### config.mk
export PLATFORM = sky130hd
export DESIGN_NAME = ethpipe_rx_multislot
export DESIGN_NICKNAME = d
export VERILOG_FILES = /design/src/rtl/ethpipe_rx_multislot.sv
export SDC_FILE = /design/constraint.sdc
export NUM_CORES = 1
export LEC_CHECK = 0
export ABC_AREA = 1
export CORE_MARGIN = 1
export CORE_UTILIZATION = 53
export DETAILED_ROUTE_END_ITERATION = 8
export PLACE_DENSITY_LB_ADDON = 0.1
export SETUP_SLACK_MARGIN = 0.15
export SLEW_MARGIN = 5
export SYNTH_ARGS = -nofsm -noshare
export SYNTH_HDL_FRONTEND = slang
export SYNTH_SLANG_ARGS = --single-unit
### constraint.sdc
create_clock -name gmii_rx_clk -period 2.3 [get_ports gmii_rx_clk]
set_input_delay 0.69 -clock gmii_rx_clk [delete_from_list [all_inputs] [get_ports gmii_rx_clk]]
set_output_delay 0.69 -clock gmii_rx_clk [all_outputs]
set_load 0.02 [all_outputs]
### src/rtl/ethpipe_rx_multislot.sv
// ============================================================================
// Module : ethpipe_rx_multislot
// Brief  : GMII receive writer. Strips preamble/SFD, timestamps each frame and
//          stores it in a ring of host-owned RAM slots with a drop counter.
// Rev    : 1.0
// ============================================================================
`default_nettype none

module ethpipe_rx_multislot #(
    parameter int SLOT_LOG2 = 2,
    parameter int SLOT_AW   = 9
) (
    input  logic                         gmii_rx_clk,
    input  logic                         sys_rst,
    input  logic [63:0]                  global_counter,
    input  logic [7:0]                   gmii_rxd,
    input  logic                         gmii_rx_dv,
    input  logic                         gmii_rx_er,
    input  logic                         rx_enable,
    output logic                         slot_wr_en,
    output logic [SLOT_LOG2+SLOT_AW-1:0] slot_address,
    output logic [31:0]                  slot_data,
    output logic [3:0]                   slot_byte_en,
    output logic                         slot_done,
    output logic [SLOT_LOG2-1:0]         slot_done_idx,
    input  logic                         slot_release,
    input  logic [SLOT_LOG2-1:0]         slot_release_idx,
    output logic [2**SLOT_LOG2-1:0]      slot_busy,
    output logic [SLOT_LOG2-1:0]         rx_wr_ptr,
    output logic [31:0]                  rx_drop_count
);

    localparam int NSLOTS    = 2**SLOT_LOG2;
    localparam int MAX_BYTES = (2**SLOT_AW - 4) * 4;

    localparam logic [2:0] S_WAIT_IDLE = 3'd0;
    localparam logic [2:0] S_IDLE      = 3'd1;
    localparam logic [2:0] S_PREAMBLE  = 3'd2;
    localparam logic [2:0] S_PAYLOAD   = 3'd3;
    localparam logic [2:0] S_COMMIT    = 3'd4;
    localparam logic [2:0] S_DROP      = 3'd5;
    localparam logic [2:0] S_DONE      = 3'd6;

    logic [2:0]        r_state;
    logic [63:0]       r_ts;
    logic [15:0]       r_len;
    logic              r_trunc;
    logic              r_err;
    logic [1:0]        r_hdr_cnt;

    logic [15:0]       w_word;
    logic [31:0]       w_lane_data;
    logic              w_room;
    logic [31:0]       w_hdr_data;
    logic [NSLOTS-1:0] w_busy_next;

    // Payload byte k lands in word 4+k/4, lane k%4; r_len is k before the increment.
    assign w_word      = (r_len >> 2) + 16'd4;
    assign w_lane_data = {24'h0, gmii_rxd} << {r_len[1:0], 3'b000};
    assign w_room      = 32'(r_len) < 32'(MAX_BYTES);

    always_comb begin
        w_hdr_data = 32'h0;
        case (r_hdr_cnt)
            2'd0:    w_hdr_data = r_ts[31:0];
            2'd1:    w_hdr_data = r_ts[63:32];
            2'd2:    w_hdr_data = 32'h0;
            default: w_hdr_data = {r_trunc, r_err, 14'h0, r_len};
        endcase
    end

    // Commit is applied after release so it wins on an index collision.
    always_comb begin
        w_busy_next = slot_busy;
        if (slot_release) w_busy_next[slot_release_idx] = 1'b0;
        if (r_state == S_DONE) w_busy_next[rx_wr_ptr] = 1'b1;
    end

    always_ff @(posedge gmii_rx_clk) begin
        if (sys_rst) begin
            r_state       <= S_WAIT_IDLE;
            r_ts          <= 64'h0;
            r_len         <= 16'h0;
            r_trunc       <= 1'b0;
            r_err         <= 1'b0;
            r_hdr_cnt     <= 2'd0;
            slot_wr_en    <= 1'b0;
            slot_address  <= '0;
            slot_data     <= 32'h0;
            slot_byte_en  <= 4'h0;
            slot_done     <= 1'b0;
            slot_done_idx <= '0;
            slot_busy     <= '0;
            rx_wr_ptr     <= '0;
            rx_drop_count <= 32'h0;
        end else begin
            slot_wr_en <= 1'b0;
            slot_done  <= 1'b0;
            slot_busy  <= w_busy_next;
            case (r_state)
                S_WAIT_IDLE: begin
                    if (!gmii_rx_dv) r_state <= S_IDLE;
                end
                S_IDLE: begin
                    if (gmii_rx_dv) begin
                        if (!rx_enable) begin
                            r_state <= S_WAIT_IDLE;
                        end else if (slot_busy[rx_wr_ptr]) begin
                            r_state <= S_DROP;
                            if (rx_drop_count != 32'hFFFF_FFFF)
                                rx_drop_count <= rx_drop_count + 32'd1;
                        end else begin
                            r_state <= S_PREAMBLE;
                            r_ts    <= global_counter;
                            r_len   <= 16'h0;
                            r_trunc <= 1'b0;
                            r_err   <= 1'b0;
                        end
                    end
                end
                S_PREAMBLE: begin
                    if (!gmii_rx_dv) begin
                        r_state <= S_IDLE;
                    end else begin
                        if (gmii_rx_er) r_err <= 1'b1;
                        if (gmii_rxd == 8'hD5) r_state <= S_PAYLOAD;
                    end
                end
                S_PAYLOAD: begin
                    if (!gmii_rx_dv) begin
                        r_state   <= S_COMMIT;
                        r_hdr_cnt <= 2'd0;
                    end else begin
                        if (gmii_rx_er) r_err <= 1'b1;
                        if (r_len != 16'hFFFF) r_len <= r_len + 16'd1;
                        if (w_room) begin
                            slot_wr_en   <= 1'b1;
                            slot_address <= {rx_wr_ptr, w_word[SLOT_AW-1:0]};
                            slot_data    <= w_lane_data;
                            slot_byte_en <= 4'b0001 << r_len[1:0];
                        end else begin
                            r_trunc <= 1'b1;
                        end
                    end
                end
                S_COMMIT: begin
                    slot_wr_en   <= 1'b1;
                    slot_address <= {rx_wr_ptr, {(SLOT_AW-2){1'b0}}, r_hdr_cnt};
                    slot_data    <= w_hdr_data;
                    slot_byte_en <= 4'hF;
                    r_hdr_cnt    <= r_hdr_cnt + 2'd1;
                    if (r_hdr_cnt == 2'd3) r_state <= S_DONE;
                end
                S_DONE: begin
                    slot_done     <= 1'b1;
                    slot_done_idx <= rx_wr_ptr;
                    rx_wr_ptr     <= rx_wr_ptr + SLOT_LOG2'(1);
                    r_state       <= S_WAIT_IDLE;
                end
                S_DROP: begin
                    if (!gmii_rx_dv) r_state <= S_IDLE;
                end
                default: r_state <= S_WAIT_IDLE;
            endcase
        end
    end

endmodule

`default_nettype wire

==> impl_summary.txt <==
----------------------------------------------------
[Die]
  Number of cell rows ... 47
  Die Footprint ... 17800 um^2
  Horizontal extent of the die ... 133 um
  Effective utilization at floorplan ... 54.7%
  Die Height ... 133 um
  Core footprint ... 16700 um^2
  Top-level port count ... 169

[Setup path]
  Critical Path Start Type ... flip-flop
  R2R depth ... 8
  Slowest library cell on the worst path ... clkdlybuf4s50_1
  Worst Path Arrival ... 1.43 ns
  Worst path required time ... 1.61 ns
  Worst R2R Start ... r_len[8]
  WS Path Type ... reg2out
  End of the worst register-to-register path ... slot_data[13]
  Cell-by-cell listing of the critical path ... clkdlybuf4s50_1
  Critical path fanouts, max ... 2
  Delay contributed by the slowest stage of the critical path ... 0.62 ns
  Category of the worst setup path capture point ... output port
  Worst path top cell family by delay ... buffers and inverters
  Register-to-register setup slack ... 0.31 ns
  Sum of buffers and inverters on the critical path ... 1

[Yosys]
  Number of nets in the synthesized netlist ... 1463
  Area share of the largest cell type after synthesis ... 38.5%
  Top FF cell, synth ... dfxtp_1
  Cell count after synthesis ... 1369
  Dominant cell by count in the synthesized netlist ... nand2_1
  Post-synth design cell area ... 9140 um^2
  Number of unique standard cell types used by synthesis ... 36
  Top cells by instance count after synthesis ... nand2_1, nor2_1, dfxtp_1
  Share of flip-flops with an asynchronous set or reset after synthesis ... 0%
  Portion of the post-synthesis area used by sequential elements ... 38.5%
  Top post-synthesis cells by area ... dfxtp_1, nand2_1, o21ai_0, a21oi_1, nor2_1
  Synthesis-stage register bit count ... 176
  Avg Cell Area, Syn ... 6.68 um^2
  Count of warnings emitted by yosys ... 0
  Cell type with the highest aggregate area in the netlist ... dfxtp_1
  Number of synthesized flops with an enable pin ... 0

[Placed design]
  Final HPWL DP ... 18500 um
  Weighted congestion at the end of routability-driven global placement ... 0.930
  Dpl cell area ... 11100 um^2
  Post-placement worst setup slack ... -0.126 ns
  Buffers added on ports ... 168

[STA]
  Max_slew headroom ... 54.3%
  Pins Over Slew Limit ... 0
  Final hold violations ... 0
  Worst Max-Slew Pin Slew ... 0.684 ns
  Maximum clock skew at final layout ... 0.0150 ns
  Post-layout min period ... 2.12 ns
  Final worst path period share ... 92.4%
  Final setup fails ... 0
  Final Worst Setup Slack ... 0.175 ns
  Maximum achievable frequency ... 0.471 GHz
  Setup repair after global routing missed its margin ... no

[Detailed routing]
  Detailed-route vias per instance ... 5.41
  Wirelength per Cell ... 15.0 um
  Detailed Route Iter0 Violations ... 927
  Count of antenna-violating nets left after detailed routing ... 0
  Routed Wire Length ... 26400 um
  Number of detailed-routing iterations run before antenna repair ... 5
  Number of remaining DRC errors ... 0
  Total number of vias ... 9531

[Finish]
  Share of cells above drive strength 1 ... 7.14%
  Diode insertion count for antenna repair ... 0
  Syn-to-layout area delta ... 28.3%
  Final design area excluding fillers ... 11700 um^2
  Total Nets Final ... 1622

[GRT]
  Overall Global Routing Usage ... 29.7%
  Antenna violations before repair ... 0
  Overflow left after global routing ... 0
  Global-route wire length before repair ... 42300 um
  Number of global-route vias before repair ... 8336
  Largest net degree at the start of global routing ... 130

[Worst hold path]
  Depth of the worst hold-timing path ... 2
  Worst min-delay path class ... reg2reg
  Start point of the worst hold path ... r_ts[24]
  Hold Path Sink ... r_ts[24]

[Pwr]
  Power share of the sequential group ... 45.5%
  Leakage power total ... 4.69 nW
  Worst IR drop on VDD ... 0.573 mV
  Switching power summed over all nets ... 1.90 mW
  Combinational power share ... 13.3%
  Clock group share of total power ... 41.2%
  Internal ... 5.23 mW
  Power density over the cells ... 607 nW/um^2
  Fraction of power spent switching nets ... 26.6%

[Clock tree]
  Number of clock buffers inserted by TritonCTS ... 17
  Setup bufs post-CTS ... 0
  Clock slew seen by the registers of the worst setup and hold paths ... 0.07 ns
  TritonCTS clock tree ... done
  Maximum level of the CTS H-tree ... 4
  Root Driver ... clkbuf_16
  Clk sink count ... 176
  Clock insertion delay at the later pin of the skew report ... 0.44 ns
  CTS max path bufs ... 2
  Hold_buf cts ... 0

[Status]
  Run status ... finished, final reports clean

[Job]
  Maximum capacitance violations ... 0

----------------------------------------------------
-- cells by family (layout without fill, tap and decap cells) --
kind of cell	after synthesis	count (layout)	share of synthesized area, %
xor+xnor	9	9	0.862
fa+ha+maj	14	14	1.92
simple gates	582	583	27.8
buf+inv	223	394	10.2
flops	176	176	38.5
compound gates	365	365	20.7
-- per-layer routing --
metal  track usage, %  part of all wire, %
met1             41.8                   46
met2             46.2                   45
met3             4.34                  7.5
met4             10.2                  2.2
met5                0                    0
-- placed cells by master (no fill, tap or decap), types with 22 or more instances in the layout --
| cell | count |
|---|---|
| nand2_1 | 268 |
| nor2_1 | 182 |
| dfxtp_1 | 175 |
| o21ai_0 | 174 |
| a21oi_1 | 144 |
| inv_1 | 139 |
| clkdlybuf4s50_1 | 129 |
| nand3_1 | 62 |
| buf_4 | 39 |
| o22ai_1 | 32 |
| dlygate4sd2_1 | 32 |
| nand4_1 | 22 |
-- registers in the layout (all words and copies together) (netlist names) --
| name | count |
|---|---|
| slot_byte_en | 4 |
| r_ts | 64 |
| r_trunc | 1 |
| slot_done_idx | 2 |
| slot_done | 1 |
| r_err | 1 |
| slot_busy | 4 |
| slot_data | 32 |
| r_hdr_cnt | 2 |
| slot_address | 11 |
| rx_drop_count | 32 |
| slot_wr_en | 1 |
| r_len | 16 |
| rx_wr_ptr | 2 |
| r_state | 3 |
-- through the flow --
stage               setup TNS [ns]  utilization, %  hold slack (ns)  power, mW  instances
global placement             -3.40            66.8            0.439       4.22       1728
global route                     0            70.3            0.465       7.39       1761
finish                           0            70.3            0.455       7.12       1761
detailed placement           -3.75            66.8            0.442       4.24       1728
floorplan                        0               -            0.430       3.85       1369
CTS                              0            70.1            0.453       7.14       1761
-- power by group through the flow --
stage	Combinational [mW]	Clock (mW)	Sequential (mW)
2_1_floorplan	0.520	0	3.33
3_3_place_gp	0.919	0	3.31
3_5_place_dp	0.930	0	3.31
4_1_cts	0.939	2.96	3.24
5_1_grt	1.04	3.10	3.26
6_report	0.945	2.94	3.24
-- final cells by class --
type / instances / area [um^2]
fillers: 1492 / 4970
inverters: 148 / 556
well taps: 220 / 275
multi-input cells: 971 / 4700
repair buffers: 214 / 2080
clock buffers: 19 / 443
flip-flops and latches: 176 / 3520
clock inverters: 13 / 151
-- timing repair --
item | in CTS | in global routing
pin swaps | 1 | 0
gates cloned | 1 | 0
hold endpoints to repair | 0 | 0
setup endpoints to repair | 42 | 37
gates resized for setup | 32 | 9
-- how the worst max path moves through the flow --
stage | depth (start not counted) | slack, ns | from | end
global route | 1 | 0.15 | slot_busy[3] | slot_busy[3]
detailed placement | 6 | -0.13 | gmii_rx_dv | slot_address[2]
floorplan | 11 | 0.34 | rx_drop_count[0] | rx_drop_count[0]
finish | 1 | 0.18 | slot_data[31] | slot_data[31]
global placement | 6 | -0.11 | gmii_rx_dv | slot_address[2]
CTS | 8 | 0.12 | r_len[8] | slot_data[8]
Power figures use the tool's default switching activity.
